### src/rtl/store_writeback_unit_pkg.sv
// Shared constants for the UT datapath store writeback path.
// Holds the store FSM encoding and default geometry.
package store_writeback_unit_pkg;

  localparam int SWU_ADDR_W    = 6;
  localparam int SWU_DATA_W    = 16;
  localparam int SWU_WR_CYCLES = 2;
  localparam int SWU_CNT_W     = 4;

  typedef enum logic [1:0] {
    S_IDLE,
    S_SETUP,
    S_WRITE,
    S_HOLD
  } swu_state_e;

endpackage

### src/rtl/store_writeback_unit_slot.sv
// One-entry pending store buffer for the writeback unit.
// A capture in the same cycle as a promotion wins and keeps it valid.
module store_pending_slot
  import store_writeback_unit_pkg::*;
#(
  parameter int ADDR_W = SWU_ADDR_W,
  parameter int DATA_W = SWU_DATA_W
) (
  input  logic              clk,
  input  logic              rst_n,
  input  logic              ce,
  input  logic              wr,
  input  logic              rd,
  input  logic [ADDR_W-1:0] wr_addr,
  input  logic [DATA_W-1:0] wr_data,
  output logic              valid,
  output logic [ADDR_W-1:0] addr,
  output logic [DATA_W-1:0] data
);

  always_ff @(posedge clk or negedge rst_n) begin
    if (!rst_n) begin
      valid <= 1'b0;
      addr  <= '0;
      data  <= '0;
    end else if (ce) begin
      if (wr) begin
        valid <= 1'b1;
        addr  <= wr_addr;
        data  <= wr_data;
      end else if (rd) begin
        valid <= 1'b0;
      end
    end
  end

endmodule

### src/rtl/store_writeback_unit.sv
// Store writeback sequencer: SETUP, WRITE burst, HOLD per store,
// with a one-entry pending slot and a sticky overflow flag.
module store_writeback_unit
  import store_writeback_unit_pkg::*;
#(
  parameter int ADDR_W    = SWU_ADDR_W,
  parameter int DATA_W    = SWU_DATA_W,
  parameter int WR_CYCLES = SWU_WR_CYCLES
) (
  input  logic              clk,
  input  logic              rst_n,
  input  logic              ce,
  input  logic              store_req,
  input  logic [ADDR_W-1:0] store_addr,
  input  logic [DATA_W-1:0] data_UAL,
  output logic              mem_en,
  output logic              mem_we,
  output logic [ADDR_W-1:0] mem_addr,
  output logic [DATA_W-1:0] mem_data_out,
  output logic              store_busy,
  output logic              store_done,
  output logic              store_overflow
);

  localparam int CNT_W = SWU_CNT_W;

  swu_state_e       state_q;
  swu_state_e       state_d;
  logic [CNT_W-1:0] cnt_q;
  logic [CNT_W-1:0] cnt_d;
  logic             load_req;
  logic             load_pend;
  logic             slot_wr;
  logic             drop;
  logic             slot_valid;
  logic [ADDR_W-1:0] slot_addr;
  logic [DATA_W-1:0] slot_data;

  always_comb begin
    state_d   = state_q;
    cnt_d     = cnt_q;
    load_req  = 1'b0;
    load_pend = 1'b0;
    unique case (state_q)
      S_IDLE: begin
        // a slot filled during HOLD is drained from IDLE
        if (slot_valid) begin
          load_pend = 1'b1;
          state_d   = S_SETUP;
        end else if (store_req) begin
          load_req = 1'b1;
          state_d  = S_SETUP;
        end
      end
      S_SETUP: begin
        state_d = S_WRITE;
        cnt_d   = CNT_W'(WR_CYCLES - 1);
      end
      S_WRITE: begin
        if (cnt_q == '0) state_d = S_HOLD;
        else cnt_d = cnt_q - CNT_W'(1);
      end
      S_HOLD: begin
        if (slot_valid) begin
          load_pend = 1'b1;
          state_d   = S_SETUP;
        end else begin
          state_d = S_IDLE;
        end
      end
      default: state_d = S_IDLE;
    endcase
  end

  // the slot accepts when empty or being promoted this cycle
  assign slot_wr = store_req
                 & ((state_q != S_IDLE) | slot_valid)
                 & (~slot_valid | load_pend);
  assign drop    = store_req & slot_valid & ~load_pend;

  always_ff @(posedge clk or negedge rst_n) begin
    if (!rst_n) begin
      state_q        <= S_IDLE;
      cnt_q          <= '0;
      mem_addr       <= '0;
      mem_data_out   <= '0;
      store_overflow <= 1'b0;
    end else if (ce) begin
      state_q <= state_d;
      cnt_q   <= cnt_d;
      if (load_req) begin
        mem_addr     <= store_addr;
        mem_data_out <= data_UAL;
      end else if (load_pend) begin
        mem_addr     <= slot_addr;
        mem_data_out <= slot_data;
      end
      if (drop) store_overflow <= 1'b1;
    end
  end

  store_pending_slot #(
    .ADDR_W (ADDR_W),
    .DATA_W (DATA_W)
  ) u_slot (
    .clk     (clk),
    .rst_n   (rst_n),
    .ce      (ce),
    .wr      (slot_wr),
    .rd      (load_pend),
    .wr_addr (store_addr),
    .wr_data (data_UAL),
    .valid   (slot_valid),
    .addr    (slot_addr),
    .data    (slot_data)
  );

  assign mem_en     = (state_q != S_IDLE);
  assign mem_we     = (state_q == S_WRITE);
  assign store_done = (state_q == S_HOLD);
  assign store_busy = (state_q != S_IDLE) | slot_valid;

endmodule
### config.mk
export PLATFORM = sky130hd
export DESIGN_NAME = store_writeback_unit
export DESIGN_NICKNAME = d
export VERILOG_FILES = /design/src/rtl/store_writeback_unit_pkg.sv /design/src/rtl/store_writeback_unit_slot.sv /design/src/rtl/store_writeback_unit.sv
export SDC_FILE = /design/constraint.sdc
export NUM_CORES = 1
export LEC_CHECK = 0
export CELL_PAD_IN_SITES_DETAIL_PLACEMENT = 0
export CELL_PAD_IN_SITES_GLOBAL_PLACEMENT = 1
export CORE_MARGIN = 2
export CORE_UTILIZATION = 44
export CTS_BUF_LIST = sky130_fd_sc_hd__clkbuf_8
export DETAILED_ROUTE_END_ITERATION = 6
export PLACE_DENSITY = 0.92
export SLEW_MARGIN = 20
export SYNTH_ARGS = -nofsm -noshare
export SYNTH_HDL_FRONTEND = slang
export SYNTH_HIERARCHICAL = 1
export SYNTH_SLANG_ARGS = --single-unit
### constraint.sdc
create_clock -name clk -period 2.34 [get_ports clk]
set_clock_uncertainty 0.1 [all_clocks]
set_input_delay 0.468 -clock clk [delete_from_list [all_inputs] [get_ports clk]]
set_output_delay 0.468 -clock clk [all_outputs]
set_load 0.005 [all_outputs]
## Yosys cells after proc, flatten, opt, wreduce, memory -nomap -nowiden

Cells that the tools add are included.

- Register bits: 52
- Bits of input ports: 26
- Output and inout bits: 27
- Logic and storage cells: 54

- Add/subtract/negate cells: 1
- Equal/unequal tests: 6
- Muxes and demuxes: 18
- Bitwise operators: 8
- Reductions and logical operators: 13

Operators with widths:

| cell | count |
|---|---|
| $mux 16 | 2 |
| $mux 6 | 2 |
| $mux 1 | 8 |
| $pmux 2 s4 | 1 |
| $pmux 4 s2 | 1 |
| $reduce_and 2->1 | 4 |
| $reduce_bool 2->1 | 4 |
| $mux 2 | 3 |
| $reduce_and 3->1 | 2 |
| $and 1x1->1 | 4 |
| $eq 2x2->1 const B | 2 |
| $logic_not 4->1 | 1 |
| $mux 4 | 1 |
| $sub 4x1->4 const B | 1 |
| $ne 3x2->1 const B | 1 |
| $eq 2x1->1 const B | 1 |
| $logic_not 2->1 | 1 |
| $ne 2x1->1 const B | 1 |
| $ne 2x2->1 const B | 1 |
| $not 1->1 | 2 |
| $or 1x1->1 | 2 |
| $reduce_or 2->1 | 1 |

## Depth between registers and ports, before layout

- Depth in word-level cells: 7
- Depth in mapped cells: 7
- Gate-level depth less buffers: 6

## Hierarchy

The synthesis kept the hierarchy.

By module, submodules not included:

| module | times used | cells each | area each (µm²) | sequential area each (µm²) |
|---|---|---|---|---|
| store_writeback_unit | 1 | 123 | 1776.7 | 725.7 |
| store_pending_slot | 1 | 50 | 940.9 | 575.6 |

## Worst setup path before layout

OpenSTA, ideal clock, no wires.

- Path type: flip-flop to flip-flop
- Start: register state_q[0]
- End: register mem_addr[0]
- Library setup time: 0.125 ns
- Arrival time: 1.670 ns
- Required time: 2.115 ns
- Setup slack: 0.445 ns
- Cell stages (with the launch flop): 7
- Buffers on the path: 1
- Period minus slack after synthesis: 1.895 ns
- Cells stage by stage: dfrtp_1 inv_1 ha_1 nand2b_1 a21oi_2 buf_6 mux2_4

- Cells in the longest elaborated chain, start to end: 5
- Elaborated cells on any way between the ends: 8
- Those cells by class: 1 x eq/ne; 3 x mux; 4 x reduce/logical

Ends and longest elaborated chain:

| item | line | text |
|---|---|---|
| from (decl) | store_writeback_unit.sv:27 | `swu_state_e state_q;` |
| from (signal assigned) | store_writeback_unit.sv:89 | `state_q <= state_d;` |
| $eq 2x2->1 / $logic_not 2->1 (equally long branches) | store_writeback_unit.sv:44 | `unique case (state_q)` |
| $reduce_or 2->1 (no line) | -- |  |
| $mux 1 | -- |  |
| $reduce_bool 2->1 (no line) | -- |  |
| $reduce_and 2->1 (no line) | -- |  |
| to (signal assigned) | store_writeback_unit.sv:92 | `mem_addr <= store_addr;` |
| to (signal assigned) | store_writeback_unit.sv:95 | `mem_addr <= slot_addr;` |
| to (decl) | store_writeback_unit.sv:18 | `output logic [ADDR_W-1:0] mem_addr,` |

Parallel ways exist; a longest one is shown, timed or not.
A chain may end at the register's enable or synchronous reset.

## Final worst setup path

- Start: register state_q[0]
- End: output port store_busy

- Cells in the longest elaborated chain, start to end: 2

Ends and longest elaborated chain:

| item | line | text |
|---|---|---|
| $reduce_bool 2->1 | store_writeback_unit.sv:121 | `assign store_busy = (state_q != S_IDLE) \| slot_valid;` |
| $or 1x1->1 | store_writeback_unit.sv:121 |  |
| to (decl) | store_writeback_unit.sv:20 | `output logic store_busy,` |

No other way between the ends.

==> qor.log <==
[yosys] list of most frequent post-synthesis cells 60 x sky130_fd_sc_hd__mux2_4, 52 x sky130_fd_sc_hd__dfrtp_1, 7 x sky130_fd_sc_hd__ha_1, 7 x sky130_fd_sc_hd__inv_1, 7 x sky130_fd_sc_hd__mux2_2
[placed_design] HPWL reported at the end of detailed placement 3610 um
[yosys] number of instances in the synthesized netlist 173
[route] first-pass iteration count of the detailed router 4
[hold_path] number of stages on the worst hold path 1
[sta] count of pins over their slew limit 0
[critical_path] Reg2Reg Setup Slack 300 ps
[yosys] Netlist Area Pre-Place 2720 um2
[yosys] fraction of the yosys area taken by sequential cells 0.479
[cells_and_area] Layout area overhead 27.9%
[route] violation count after the first detailed-route iteration 52
[clock_tree] H-Tree Level Count 2
[critical_path] worst reg2reg path depth 6
[power_and_ir_drop] power density of the placed cells 1340 nW/um2
[die] Die H 82.6 um
[clock_tree] CTS tree done
[critical_path] highest-delay cell along the critical path sky130_fd_sc_hd__clkdlybuf4s50_1
[yosys] area share of the leading cell type in the synthesized netlist 0.479
[clock_tree] number of buffers created by CTS 5
[die] total core area 5960 um2
[route] number of nets with antenna violations after routing 0
[route] post-detailed-route DRC marker count 0
[clock_tree] clk sink count 52
[global_routing] antenna violations before repair 0
[clock_tree] maximum clock insertion buffer count 2
[global_routing] maximum number of pins on one net before global-route repair 24
[route] count of vias placed by the detailed router 1588
[placed_design] count of port buffers added during placement 52
[clock_tree] clock network latency to the later pin of the worst-skew pair 300 ps
[cells_and_area] Fill cells 497
[critical_path] worst setup path end store_busy
[die] number of top-level pins 53
[critical_path] reg-to-reg critical path endpoint mem_addr[5]$_DFFE_PN0P_
[placed_design] last weighted congestion value of the routability-driven placer 0.808
[route] met2 wire length 2490 um
[sta] normalized max-slew margin 0.747
[yosys] cell type with the largest total area after synthesis sky130_fd_sc_hd__dfrtp_1
[die] num rows 28
[route] post-DR wirelength/cell 16.0 um
[sta] RSZ-0062 raised after global routing false
[critical_path] FF-to-FF Start state_q[0]$_DFFE_PN0P_
[yosys] number of enable-type register cells in the synthesized netlist 0
[route] wire length the detailed router placed on met1 2150 um
[yosys] post-synthesis async set-or-reset flop share 1.00
[critical_path] Crit path largest cell delay 500 ps
[critical_path] Data required, critical path 1770 ps
[route] total wirelength of the detailed-routed design 4960 um
[global_routing] global-route wire length before repair 8300 um
[die] die width 82.6 um
[critical_path] startpoint class of the critical path register
[hold_path] worst hold-check path type reg -> reg
[clock_tree] clock transition at the register clock pins on the worst setup and hold paths after CTS 90 ps
[power_and_ir_drop] maximum VDD drop 701 uV
[critical_path] largest fanout on the critical path 4
[critical_path] critical path, cell by cell inv_1, ha_2, nand2b_1, clkdlybuf4s50_1
[critical_path] startpoint-to-endpoint class of the critical path reg -> out
[route] routed wl met3 254 um
[route] uppermost layer routed met4
[yosys] most frequently used cell type in the post-synthesis netlist sky130_fd_sc_hd__mux2_4
[cells_and_area] ratio of cells with drive above 1 in the final layout 0.383
[sta] share of the clock period used by the worst path 0.941
[sta] total count of hold-check failures in the final report 0
[cells_and_area] net count reported at finish 268
[sta] count of endpoints failing setup in the final report 0
[yosys] count of warnings emitted by yosys 6
[run_status] outcome complete, no violations
[yosys] Main synth FF type sky130_fd_sc_hd__dfrtp_1
[sta] peak clock frequency supported by timing 0.454 GHz
[sta] Final TNS setup 0 ps
[global_routing] global-route total usage across every layer 0.163
[power_and_ir_drop] leakage power of the design 1.65 nW
[power_and_ir_drop] Final Power 0.00464 W
[critical_path] type of destination of the critical path output port
[critical_path] critical path startpoint state_q[0]$_DFFE_PN0P_
[sta] Worst Tran Pin Value 375 ps
[yosys] number of storage elements in the synthesis netlist 52
[sta] worst hold slack 370 ps
[yosys] average size of a mapped cell 15.7 um2
[cells_and_area] antenna cell count 0
[yosys] number of distinct standard cells referenced by the synthesized netlist 32
[global_routing] via count of the first global-routing pass 1698
[yosys] Synth Net Count 206
[die] Starting Density 0.456
[critical_path] Worst EP arrival 1630 ps
[route] number of vias per cell 5.12
[global_routing] gr ovfl total 0
[yosys] leading post-synthesis cells by cell area sky130_fd_sc_hd__dfrtp_1 48%, sky130_fd_sc_hd__mux2_4 33%, sky130_fd_sc_hd__ha_1 3.2%, sky130_fd_sc_hd__mux2_2 2.9%, sky130_fd_sc_hd__buf_6 2.5%
[sta] fin crit period 2200 ps
[run] Max Cap Violations 0
[clock_tree] Root Buffer Master sky130_fd_sc_hd__clkbuf_8
[die] die area 6820 um2
[power breakdown]
group	internal, W	switching, W
Clock	0.000264	0.000272
Combinational	0.00170	0.000740
Sequential	0.00136	0.000312
Total	0.00332	0.00132
[per-stage QoR]
| stage | cells | setup slack, ps | util | cell area (um2) |
|---|---|---|---|---|
| finish | 310 | 138 | 0.584 | 3480 |
| global route | 310 | 34.8 | 0.584 | 3480 |
| CTS | 309 | 32.7 | 0.582 | 3470 |
| detailed placement | 301 | 166 | 0.564 | 3360 |
| global placement | 301 | 188 | 0.564 | 3360 |
| floorplan | 173 | 445 | - | 2720 |
[worst min path at each step]
stage | startpoint | end | slack, ps
floorplan | rst_n | cnt_q[0]$_DFFE_PN0P_ | 70
global placement | rst_n | store_overflow$_DFFE_PN0P_ | 260
detailed placement | rst_n | store_overflow$_DFFE_PN0P_ | 260
CTS | store_overflow$_DFFE_PN0P_ | store_overflow$_DFFE_PN0P_ | 380
global route | store_overflow$_DFFE_PN0P_ | store_overflow$_DFFE_PN0P_ | 390
finish | store_overflow$_DFFE_PN0P_ | store_overflow$_DFFE_PN0P_ | 370
[kinds of logic (layout without fill, tap and decap cells)]
group	count (synthesis)	after routing	synth area share
mux	68	68	0.365
flops	52	52	0.479
simple gates	17	17	0.0470
compound gates	15	15	0.0410
buf+inv	14	76	0.0364
fa+ha+maj	7	7	0.0322
[final cells by class]
type	count	area, um2	area share
Timing Repair Buffer	62	631	0.181
Tap cell	75	93.8	0.0270
Multi-Input combinational cell	107	1330	0.382
Sequential cell	52	1300	0.374
Clock buffer	7	96.3	0.0277
Inverter	7	26.3	0.00756
[critical path: cells and delay by family, from the launching register on]
family | cells | cell delay [ps]
flip-flops | 1 | 410
buffers and inverters | 2 | 610
AND/OR/NAND/NOR | 1 | 90
adder cells (fa/ha/maj) | 1 | 230
[flip-flops by register name, summed over array words and instances, names as in the netlist]
signal and flops:
mem_data_out 16, u_slot/data 16, mem_addr 6, u_slot/addr 6
cnt_q 4, state_q 2, store_overflow 1, u_slot/valid 1
[layout by cell type, fill, tap and decap left out, types with 2 or more instances in the layout]
cell type,n
sky130_fd_sc_hd__a211oi_1,2
sky130_fd_sc_hd__buf_12,3
sky130_fd_sc_hd__buf_4,6
sky130_fd_sc_hd__clkbuf_8,7
sky130_fd_sc_hd__clkdlybuf4s50_1,51
sky130_fd_sc_hd__dfrtp_1,52
sky130_fd_sc_hd__ha_1,6
sky130_fd_sc_hd__inv_1,7
sky130_fd_sc_hd__mux2_2,7
sky130_fd_sc_hd__mux2_4,60
sky130_fd_sc_hd__nand2_1,2
sky130_fd_sc_hd__nand2b_1,3
sky130_fd_sc_hd__o21ai_0,5
[metal layers]
layer  up-vias  global-route usage
met5         -                   0
met4         0              0.0410
met3         7              0.0478
met2        39               0.269
met1       795               0.210
li1        747                   -
[what timing repair did]
item / CTS / global route
setup buffers: 0 / 1
endpoints found under the setup margin: 0 / 1
hold buffers: 1 / 0
hold endpoints to repair: 10 / 0
gates resized for setup: 0 / 1
Power figures use the tool's default switching activity.
